===== src/rtl/launcher_pkg.sv =====
// Shared types and default constants for the processor run launcher.
package launcher_pkg;

   typedef enum logic [1:0] {
      IDLE,
      START,
      RUN,
      REPORT
   } launch_state_t;

   localparam int unsigned LAUNCH_START_CYCLES = 2;
   localparam int unsigned LAUNCH_TIMEOUT      = 1000;

endpackage


===== src/rtl/proc_launcher.sv =====
// Host-side run controller: pulses start to reset the core, waits for Done,
// counts RUN cycles with a timeout and reports completion status.
module proc_launcher
   import launcher_pkg::*;
#(
   parameter int unsigned START_CYCLES = LAUNCH_START_CYCLES,
   parameter int unsigned TIMEOUT      = LAUNCH_TIMEOUT,
   parameter int unsigned CW           = 16
) (
   input  logic          Clk,
   input  logic          Rst_n,
   input  logic          req,
   input  logic          abort,
   input  logic          Done,
   output logic          start,
   output logic          busy,
   output logic          run_done,
   output logic          timed_out,
   output logic [CW-1:0] cycles,
   output logic [7:0]    run_count
);

   localparam logic [3:0]    START_LOAD   = 4'(START_CYCLES - 1);
   localparam logic [CW-1:0] TIMEOUT_LAST = CW'(TIMEOUT - 1);
   localparam logic [CW-1:0] TIMEOUT_VAL  = CW'(TIMEOUT);

   launch_state_t state;
   launch_state_t state_next;
   logic [3:0]    start_cnt;
   logic [CW-1:0] cyc_cnt;
   logic          hit_timeout;

   always_comb begin
      hit_timeout = (cyc_cnt == TIMEOUT_LAST);
   end

   always_ff @(posedge Clk or negedge Rst_n) begin
      if (!Rst_n) begin
         state <= IDLE;
      end else begin
         state <= state_next;
      end
   end

   // abort outranks Done and timeout; Done outranks timeout.
   always_comb begin
      state_next = state;
      case (state)
         IDLE: begin
            if (req) state_next = START;
         end
         START: begin
            if (abort)                state_next = IDLE;
            else if (start_cnt == '0) state_next = RUN;
         end
         RUN: begin
            if (abort)                     state_next = IDLE;
            else if (Done || hit_timeout)  state_next = REPORT;
         end
         REPORT: begin
            state_next = IDLE;
         end
         default: begin
            state_next = IDLE;
         end
      endcase
   end

   // Outputs are decoded from state alone so reset clears them without a clock.
   always_comb begin
      start    = (state == START);
      busy     = (state != IDLE);
      run_done = (state == REPORT);
   end

   always_ff @(posedge Clk or negedge Rst_n) begin
      if (!Rst_n) begin
         start_cnt <= '0;
         cyc_cnt   <= '0;
         cycles    <= '0;
         timed_out <= 1'b0;
         run_count <= '0;
      end else begin
         case (state)
            IDLE: begin
               if (req) begin
                  start_cnt <= START_LOAD;
                  cyc_cnt   <= '0;
               end
            end
            START: begin
               if (!abort && start_cnt != '0) begin
                  start_cnt <= start_cnt - 4'd1;
               end
            end
            RUN: begin
               if (!abort) begin
                  if (Done) begin
                     cycles    <= cyc_cnt;
                     timed_out <= 1'b0;
                  end else if (hit_timeout) begin
                     cycles    <= TIMEOUT_VAL;
                     timed_out <= 1'b1;
                  end else begin
                     cyc_cnt <= cyc_cnt + 1'b1;
                  end
               end
            end
            REPORT: begin
               run_count <= run_count + 8'd1;
            end
            default: begin
               start_cnt <= '0;
            end
         endcase
      end
   end

endmodule


===== config.mk =====
export PLATFORM = sky130hd
export DESIGN_NAME = proc_launcher
export DESIGN_NICKNAME = d
export VERILOG_FILES = /design/src/rtl/launcher_pkg.sv /design/src/rtl/proc_launcher.sv
export SDC_FILE = /design/constraint.sdc
export NUM_CORES = 1
export LEC_CHECK = 0
export ABC_AREA = 1
export BUFFER_PORTS_ARGS = -buffer_cell sky130_fd_sc_hd__clkbuf_2
export CAP_MARGIN = 20
export CORE_AREA = 2 2 65 91
export CTS_CLUSTER_SIZE = 10
export DETAILED_ROUTE_END_ITERATION = 16
export DIE_AREA = 0 0 67 93
export PLACE_DENSITY = 0.65
export SYNTH_ARGS = -nofsm -noshare
export SYNTH_HDL_FRONTEND = slang
export SYNTH_SLANG_ARGS = --single-unit

===== constraint.sdc =====
create_clock -name Clk -period 3.77 [get_ports Clk]
set_input_delay 0.377 -clock Clk [delete_from_list [all_inputs] [get_ports Clk]]
set_output_delay 0.377 -clock Clk [all_outputs]
set_load 0.02 [all_outputs]

==> results of run 1 <==
[metrics by stage]
stage / power (mW) / worst slack, ns / utilization (%) / hold slack, ns
final: 1.81 / 2.08 / 54.0 / 0.162
after global routing: 1.95 / 1.88 / 54.0 / 0.232
after CTS: 1.84 / 2.06 / 54.0 / 0.192
after detailed placement: 1.50 / 2.08 / 52.1 / 0.457
after global placement: 1.49 / 2.11 / 52.1 / 0.453
after floorplan: 1.30 / 2.21 / - / 0.0814
[registers in the layout, summed over array words and instances, names as in the netlist]
| register | flops |
|---|---|
| cyc_cnt | 16 |
| cycles | 16 |
| run_count | 8 |
| start_cnt | 4 |
| state | 2 |
| timed_out | 1 |
[logic make-up (layout without fill, tap and decap cells)]
family | count (synthesis) | count (layout) | share of synthesized area (%)
AOI/OAI and AO/OA | 27 | 27 | 6.75
xor gates and xnor gates | 13 | 13 | 4.33
adders and majority gates | 4 | 4 | 1.90
buffers and inverters | 32 | 68 | 5.85
DFF | 47 | 47 | 44.7
and+or+nand+nor | 196 | 196 | 36.5
[worst paths after layout]
check / from / endpoint / cells past startpoint
setup / recovery: cyc_cnt[0] / cycles[7] / 10
hold / removal: Rst_n / cyc_cnt[0] / 2
setup reg to reg: cyc_cnt[0] / cycles[7] / 10
hold reg to reg: start_cnt[3] / start_cnt[3] / 1
max in group asynchronous: Rst_n / run_count[2] / 2
min in group Clk: Done / timed_out / 2
[power by group through the flow]
stage | combinational (mW) | sequential, mW | clock (mW)
after floorplan | 0.469 | 0.829 | 0
after global placement | 0.764 | 0.727 | 0
after detailed placement | 0.769 | 0.736 | 0
after CTS | 0.770 | 0.726 | 0.345
after global routing | 0.844 | 0.743 | 0.366
final | 0.756 | 0.723 | 0.335
[placed cells by master (no fill, tap or decap), types with 2 or more instances in the layout]
cell,n
sky130_fd_sc_hd__nand3_2,2
sky130_fd_sc_hd__o21ai_0,6
sky130_fd_sc_hd__clkbuf_2,32
sky130_fd_sc_hd__nand4_1,8
sky130_fd_sc_hd__nand2_1,103
sky130_fd_sc_hd__nand2_2,6
sky130_fd_sc_hd__dfrtp_1,47
sky130_fd_sc_hd__clkinv_1,3
sky130_fd_sc_hd__nand2_4,3
sky130_fd_sc_hd__nor2_4,6
sky130_fd_sc_hd__nor3_4,2
sky130_fd_sc_hd__a21oi_1,4
sky130_fd_sc_hd__inv_1,18
sky130_fd_sc_hd__xnor2_1,3
sky130_fd_sc_hd__nor2_1,43
sky130_fd_sc_hd__clkbuf_8,7
sky130_fd_sc_hd__xor2_1,10
sky130_fd_sc_hd__nand3_1,16
sky130_fd_sc_hd__nand2_8,3
sky130_fd_sc_hd__ha_1,4
sky130_fd_sc_hd__o21ai_1,7
sky130_fd_sc_hd__o21ai_2,7
sky130_fd_sc_hd__inv_2,4
[layout make-up]
| cell class | count | area (um^2) |
|---|---|---|
| Fill cell | 556 | 2500 |
| Tap cell | 68 | 85.1 |
| Clock buffer | 7 | 96.3 |
| Clock inverter | 1 | 7.51 |
| Sequential cell | 47 | 1180 |
| Timing Repair Buffer | 33 | 168 |
| Multi-Input combinational cell | 240 | 1300 |
| Inverter | 27 | 108 |
[worst max-delay path, stage by stage (launching register included)]
cell and delay (ns):
sky130_fd_sc_hd__dfrtp_1 0.44, sky130_fd_sc_hd__ha_1 0.23, sky130_fd_sc_hd__nand2_1 0.10, sky130_fd_sc_hd__clkinv_1 0.10, sky130_fd_sc_hd__nand2_2 0.08, sky130_fd_sc_hd__nor2_4 0.04
sky130_fd_sc_hd__nand2_4 0.11, sky130_fd_sc_hd__nand2_1 0.10, sky130_fd_sc_hd__nand2_4 0.24, sky130_fd_sc_hd__nand2_1 0.11, sky130_fd_sc_hd__o21ai_2 0.07
[layer usage]
layer	track usage [%]	up-vias
met3	3.01	8
met5	0	-
met2	33.7	33
met1	23.5	992
li1	-	1081
met4	6.97	0
==> impl_summary.md, run 1 <==
Drt
The highest metal layer carrying signal wires in the routed design is met4. The number of DRC markers in iteration 0 is around 140. In the detailed route, the total length drawn on met2 is between 2 and 3 mm.

The overall routed net length is 5.38 mm. The detailed-routing iteration count for the pre-antenna-repair pass is 4. Using the TritonRoute via totals, the vias-per-cell ratio works out to roughly 5.0. The average detailed-routed wire length per instance is 12.7 um. The number of DRC violations after detailed routing is 0. The detailed-routed wire length on met3 is 152 um.

In this run the remaining antenna-violating nets after routing total 0. The total via count after detailed routing is roughly 2,100. The met1 wire length is between 2 and 2.5 mm.

Place
The number of placed instances, taps included, is a little over 400. Summing all placed instances gives a cell area of about 2800 um^2. The placed wire-length estimate after detailed placement is just over 4 mm. The count of buffers from port buffering is 32. The weighted congestion reported at the end of routability-driven placement is a little over 0.8.

Clocking
The count of buffers added by post-CTS timing repair for setup is 0. In this run the number of H-tree levels came out at 2. The number of resized instances in the post-cts repair step is 0.

The clock-pin transition on the worst setup and hold timing paths is roughly 0.09 ns. The number of buffers inserted for hold repair after clock tree synthesis is 0. In this run the deepest clock path goes through 2 buffers.

The cell sitting at the root of the clock tree is a sky130_fd_sc_hd__clkbuf_8. Counting every sink on the clock net gives 47. The clock tree from TritonCTS is built. At the later pin of the worst-skew pair, clock insertion delay measures around 0.30 ns. Buffers inserted during clock tree synthesis total 5.

Power and ir drop
The power share of the sequential group is 39.9%. The net switching component of the power is roughly 0.78 mW. The design internal power is just over 1 mW. The power per standard cell area is ~600 nW/um^2. The largest vdd supply drop is ~0.43 mV.

The combinational cell fraction of total power is approximately two fifths. The portion of total power attributed to the clock network is 18.5%. The standby leakage power is 1.43 nW. In this run switching power makes up roughly 43% of total power.

Global routing
The largest net degree at the start of global routing is 48. The first global-routing pass estimated about 9.3 mm of wire. The overall fraction of global-route tracks in use is 19.3%. The number of global-route vias before repair is 2,054. The number of antenna violations at the first check in global routing is 0.

The total overflow left after global routing is 0.

STA
The remaining max-slew budget at the tightest pin is roughly three fifths. After layout, the minimum clock period comes to 1.69 ns. Setup violations remaining at the end of the flow were counted as 0. The final number of max-transition violations came to 0. The setup clock skew after layout is 0.00547 ns. The hold violation total from the final report is 0.

The achievable frequency is about 0.59 GHz. The transition time at the pin with the least slew margin is around 0.6 ns. Setup total negative slack on the finished layout was measured at 0 ns. The share of the clock period used by the worst path is ~45%. Setup repair after global routing left no endpoint under its margin.

Setup path
For flop-to-flop paths, the worst setup slack is between 2 and 2.5 ns. In this run the worst path has a maximum fanout of 24. Data arrives at the worst endpoint at slightly below 2 ns. The worst setup path is launched from a flip-flop. At the worst endpoint, the required time is 4.00 ns. The sort of element at the end of the critical path is a flip-flop. The critical path is of the reg2reg type.

Floorplanning
The area inside the core boundary is between 5000 and 6000 um^2. The initial utilization of the core area, before any placement, comes to between 40 and 50%. The die width is around 67 um. The die covers slightly above 6000 um^2.

The die span in y is about 93 um. For this design the top-level I/O count stands at 33. The number of rows in the core area is 32.

Synthesis
By area the synthesized netlist is led by sky130_fd_sc_hd__dfrtp_1 45%, sky130_fd_sc_hd__nand2_1 15%, sky130_fd_sc_hd__nor2_1 6.1%. The fraction of synthesis flops using an asynchronous set or reset pin is 100%. The cell area that synthesis handed to floorplanning was 2630 um^2. The synthesized design contains 47 register bits. The number of enable-type register cells in the synthesized netlist is 0.

In this run the biggest area consumer among cell types represents 44.7% of the synthesized area. The most used flip-flop cell after synthesis is sky130_fd_sc_hd__dfrtp_1. The total nets after synthesis is roughly 330. The sequential-to-total area share from yosys stat is 44.7%.

The number of different library cells used by synthesis comes to 33. The average instance area after synthesis is slightly above 8 um^2. The synthesized design spends more area on one cell type than any other, namely sky130_fd_sc_hd__dfrtp_1. Yosys printed 0 warnings. Synthesis produced a netlist whose cell count is around 320.

The most repeated cell in the gate-level netlist after synthesis is sky130_fd_sc_hd__nand2_1. The commonest cells after synthesis are 103 x sky130_fd_sc_hd__nand2_1, 47 x sky130_fd_sc_hd__dfrtp_1, 43 x sky130_fd_sc_hd__nor2_1.

Layout
The number of diodes added for antenna fixing is 0. The area growth from synthesis to layout is 11.8%. Of the cells placed in the final design, the portion with a size suffix greater than 1 is between 20 and 25%. The post-layout instance count excluding filler cells is 423. After the last flow step, the layout net total stands at approximately 360. The final instance area is 2940 um^2.

Hold path
The type of the most critical hold path is in2async.

Run status
The flow ran to the end, and the final reports show no timing, DRC or antenna violations.

Job
The max-cap check violation count is 0.
(Power assumes the default switching activity.)
==> inputs of run 2 (changes only) <==
--- a/config.mk
+++ b/config.mk
@@ -5,13 +5,13 @@
 export SDC_FILE = /design/constraint.sdc
 export NUM_CORES = 1
 export LEC_CHECK = 0
-export ABC_AREA = 1
+export ABC_AREA = 0
 export BUFFER_PORTS_ARGS = -buffer_cell sky130_fd_sc_hd__clkbuf_2
 export CAP_MARGIN = 20
-export CORE_AREA = 2 2 65 91
+export CORE_AREA = 2 2 59 83
 export CTS_CLUSTER_SIZE = 10
 export DETAILED_ROUTE_END_ITERATION = 16
-export DIE_AREA = 0 0 67 93
+export DIE_AREA = 0 0 61 85
 export PLACE_DENSITY = 0.65
 export SYNTH_ARGS = -nofsm -noshare
 export SYNTH_HDL_FRONTEND = slang
==> constraint.sdc (replaced) <==
create_clock -name Clk -period 1.6 [get_ports Clk]
set_input_delay 0.16 -clock Clk [delete_from_list [all_inputs] [get_ports Clk]]
set_output_delay 0.16 -clock Clk [all_outputs]
set_load 0.02 [all_outputs]
==> run 2 against run 1 <==
Effect of this change:
- the run now ends with setup timing left
- global-route usage is 2.3 points higher
- non-clock buffer count is 47 higher
- routed wire length is 7.5% lower
- clock skew is 0.0050 ns higher
- synthesized cell count is 38% lower
- cell count is 20% lower
- area after synthesis is 19% lower
- via count is 17% lower
- flip-flop and latch count stayed put
- critical path type unchanged
- register-to-register slack worse by 2.4 ns
- total power is 92% higher
- largest power group is now registers
==> impl_summary.md, run 2 <==
Setup path
The sort of element at the end of the critical path is a flip-flop. The endpoint required time on the critical path is about 1.8 ns. The launching element of the worst setup path is state[0]. The startpoint of the most critical register-to-register path is state[0]. STA classifies the critical path startpoint as a flip-flop.

By startpoint and endpoint, the worst setup path is classified as reg2reg. The worst reg-to-reg path cell count is 4. The arrival time of the worst setup path is around 2.1 ns. The peak fanout along the critical path is 4.

Synthesis
Summed over all instances, the cell type with the most area after synthesis is sky130_fd_sc_hd__dfrtp_1. The complex-gate fraction of the synthesized area is ~11%. The cell area after synthesis is between 2000 and 2500 um^2. The fraction of synthesis flops using an asynchronous set or reset pin is 100%. For this run, the register share of the synthesized area comes to 54.9%.

For this run, the number of Yosys warnings is 0. The number of flip-flops and latches in the synthesized netlist is 47. The main combinational cell family by area after synthesis is simple AND/OR/NAND/NOR gates. The post-synthesis mux area share is 3.39%. In the post-synthesis netlist, the biggest area contributors are sky130_fd_sc_hd__dfrtp_1 55%, sky130_fd_sc_hd__xnor2_1 4.5%, sky130_fd_sc_hd__a22o_1 4.1%. After synthesis, the mean cell area works out to 10.9 um^2.

By count the netlist is led by 47 x sky130_fd_sc_hd__dfrtp_1, 20 x sky130_fd_sc_hd__nor2_1, 15 x sky130_fd_sc_hd__nand2_1. The most repeated cell in the gate-level netlist after synthesis is sky130_fd_sc_hd__dfrtp_1. After synthesis, the largest area contributor takes up between 50% and 60% of total cell area. Synthesis produced about 200 cells. The synthesized netlist devotes slightly below 20% of its cell area to simple gates.

The number of enable-type register cells in the synthesized netlist is 0. The flip-flop cell with the highest count after synthesis is sky130_fd_sc_hd__dfrtp_1. The netlist uses 37 different library cells.

The area share of xor/xnor cells in the synthesized design is between 6 and 7%. The adder-cell share of the synthesized area is about 2.3%. The total nets after synthesis is ~210.

Floorplanning
The initial utilization of the core area, before any placement, comes to between 40% and 50%. The die span in y is 85 um. The initialized floorplan defines 29 standard-cell rows. The die width is a little over 60 um. Pin placement for this block handled 33 I/O pins. The area of the die is just over 5000 um^2. The total area inside the core boundary comes to approximately 4500 um^2.

Drt
The detailed-routing iteration count for the pre-antenna-repair pass is 4. The number of DRC violations after detailed routing is 0. The ratio of routed vias to standard cells is 5.18. Dividing the detail-routed wire length by the instance count gives between 10 and 15 um.

Summed over all layers, the routed wires come to around 5 mm. The total via count after detailed routing is 1,756. Once detail routing completed, the nets flagged for antenna violations numbered 0.

The number of DRC markers in iteration 0 is 64.

Run status
The final reports fail on setup timing. The flow ran to the end, but the final reports show violations.

Hold path
The worst hold path was traced through 3 stages. The startpoint of the lowest-slack hold path is abort. The type of the most critical hold path is in2reg.

STA
Derived from the worst setup path, the maximum achievable clock frequency is roughly 0.53 GHz. Setup repair after global routing could not meet its margin everywhere. The hold violation total from the final report is 0. The final number of max-transition violations came to 0.

Setup violations remaining at the end of the flow were counted as 32. The minimum clock period is roughly 1.9 ns. The transition time at the pin with the least slew margin is 0.485 ns. The setup clock skew after layout is approximately 0.010 ns.

Once routing completed, OpenROAD measured the worst setup slack at -0.279 ns. The remaining max-slew budget at the tightest pin is around 68%. The share of the clock period used by the worst path is 117%.

Clocking
The total clock buffers created by CTS is 5. The source-to-sink clock delay at the later pin of the worst-skew pair is approximately 0.31 ns. The clock-pin transition on the worst setup and hold timing paths is about 0.09 ns. The root cell of the clock tree is sky130_fd_sc_hd__clkbuf_8. CTS built an H-tree with a depth of 2. The clock tree from TritonCTS is built.

The deepest clock path buffer count is 2. Counting every sink on the clock net gives 47.

Global routing
Across every metal layer, demand over resource in global routing totals around 22%. For this run the aggregate overflow at the end of global routing stands at 0. The number of global-route vias before repair came to ~1,800. The number of antenna violations at the first check in global routing is 0. The first-pass GRT wire length is approximately 8.4 mm. The largest net degree at the start of global routing is 31.

Layout
The final instance area is about 3000 um^2. The final core utilization is between 60% and 70%. After the last flow step, the layout net total stands at 285. The most frequent standard cell in the layout excluding fill and tap cells is sky130_fd_sc_hd__dfrtp_1. In the layout the commonest cells are 47 x sky130_fd_sc_hd__dfrtp_1, 40 x sky130_fd_sc_hd__buf_4, 32 x sky130_fd_sc_hd__clkbuf_2.

The fill cell total of the finished layout is roughly 360. The signed area change from the synthesized netlist to the final layout is 40.2%. The largest registers in the layout are cyc_cnt x16, cycles x16, run_count x8. The number of diodes added for antenna fixing is 0. Of the cells placed in the final design, the portion with a size suffix greater than 1 is between 40% and 50%.

Power and ir drop
Power spread over the standard cell area amounts to roughly 1200 nW/um^2. Across the VDD grid, the largest voltage drop is between 0.8 and 0.9 mV. The standby leakage power is 1.48 nW.

Place
Summing all placed instances gives a cell area of about 2700 um^2. The count of buffers added on input and output ports is 32. The weighted congestion reported at the end of routability-driven placement is 0.850. Summed over all nets, the half-perimeter wirelength after detailed placement is about 3.6 mm.

Job
Max-cap violations in this run came to 0.
==> run 2: cell types whose count changed after synthesis, sizes merged, moves of 7 or more <==
cell / before / now
nor2: 50 / 20
xnor2: 3 / 11
nand3: 18 / 5
a22o: 0 / 10
nand2: 115 / 15
o21ai: 20 / 5
inv: 23 / 7
clkbuf: 0 / 7
==> run 2: where the power goes <==
group / internal (mW) / switching, mW
logic: 0.515 / 0.599
registers: 1.36 / 0.130
clock network: 0.465 / 0.407
==> run 2: cell families (layout without fill, tap and decap cells) <==
logic type / after synthesis / count (layout)
buffers and inverters: 15 / 95
xor gates and xnor gates: 15 / 15
and+or+nand+nor: 77 / 77
adders and majority gates: 4 / 4
muxes: 7 / 7
AOI/OAI and AO/OA: 32 / 32
DFF: 47 / 47
==> run 2: path summary, 6_finish.rpt <==
check                      slack, ns           end
min reg2reg                     0.47  run_count[7]
max in group asynchronous       0.74    cycles[10]
min in group asynchronous       0.33  start_cnt[3]
max                            -0.28   cyc_cnt[15]
min                             0.17      state[1]
max reg2reg                    -0.28   cyc_cnt[15]
==> run 2: per-layer routing <==
metal	share of wire [%]	routed length (um)	global-route usage (%)
met1	42	2100	27.4
met2	54	2690	37.2
met3	2.3	115	3.20
met4	1.4	71	6.52
met5	0	0	0
==> run 2: layout make-up <==
type                       count  area (um^2)  area share, %
clock inverter                 3         43.8           1.46
inverter                       7         26.3          0.875
sequential                    47         1180           39.2
clock buffer                   5         68.8           2.29
tap                           62         77.6           2.58
multi-input combinational    135         1050           35.1
timing repair buffer          80          558           18.6
==> run 2: per-stage QoR <==
| step | hold WS (ns) | setup slack, ns | instances | TNS [ns] | power, mW |
|---|---|---|---|---|---|
| after CTS | 0.143 | -0.258 | 333 | -4.79 | 3.40 |
| after global placement | 0.137 | -0.223 | 322 | -4.24 | 2.49 |
| after floorplan | -0.136 | -0.341 | 197 | -4.75 | 2.10 |
| after detailed placement | 0.142 | -0.257 | 322 | -4.86 | 2.51 |
| after global routing | 0.164 | -0.317 | 339 | -7.33 | 3.70 |
| final | 0.166 | -0.279 | 339 | -4.68 | 3.48 |
==> run 2: critical path: stages, from the launching register on <==
cell,delay [ns]
sky130_fd_sc_hd__dfrtp_1,0.40
sky130_fd_sc_hd__or4b_4,0.51
sky130_fd_sc_hd__or4_4,0.45
sky130_fd_sc_hd__or3_4,0.34
sky130_fd_sc_hd__a21oi_2,0.11
==> run 2: repair_timing <==
| item | CTS | global route |
|---|---|---|
| endpoints found under the hold margin | 17 | 0 |
| gates resized for setup | 20 | 11 |
| gates cloned | 1 | 0 |
| setup endpoints to repair | 32 | 35 |
| pin swaps | 2 | 8 |
| hold buffers | 1 | 0 |
| setup buffers | 2 | 6 |
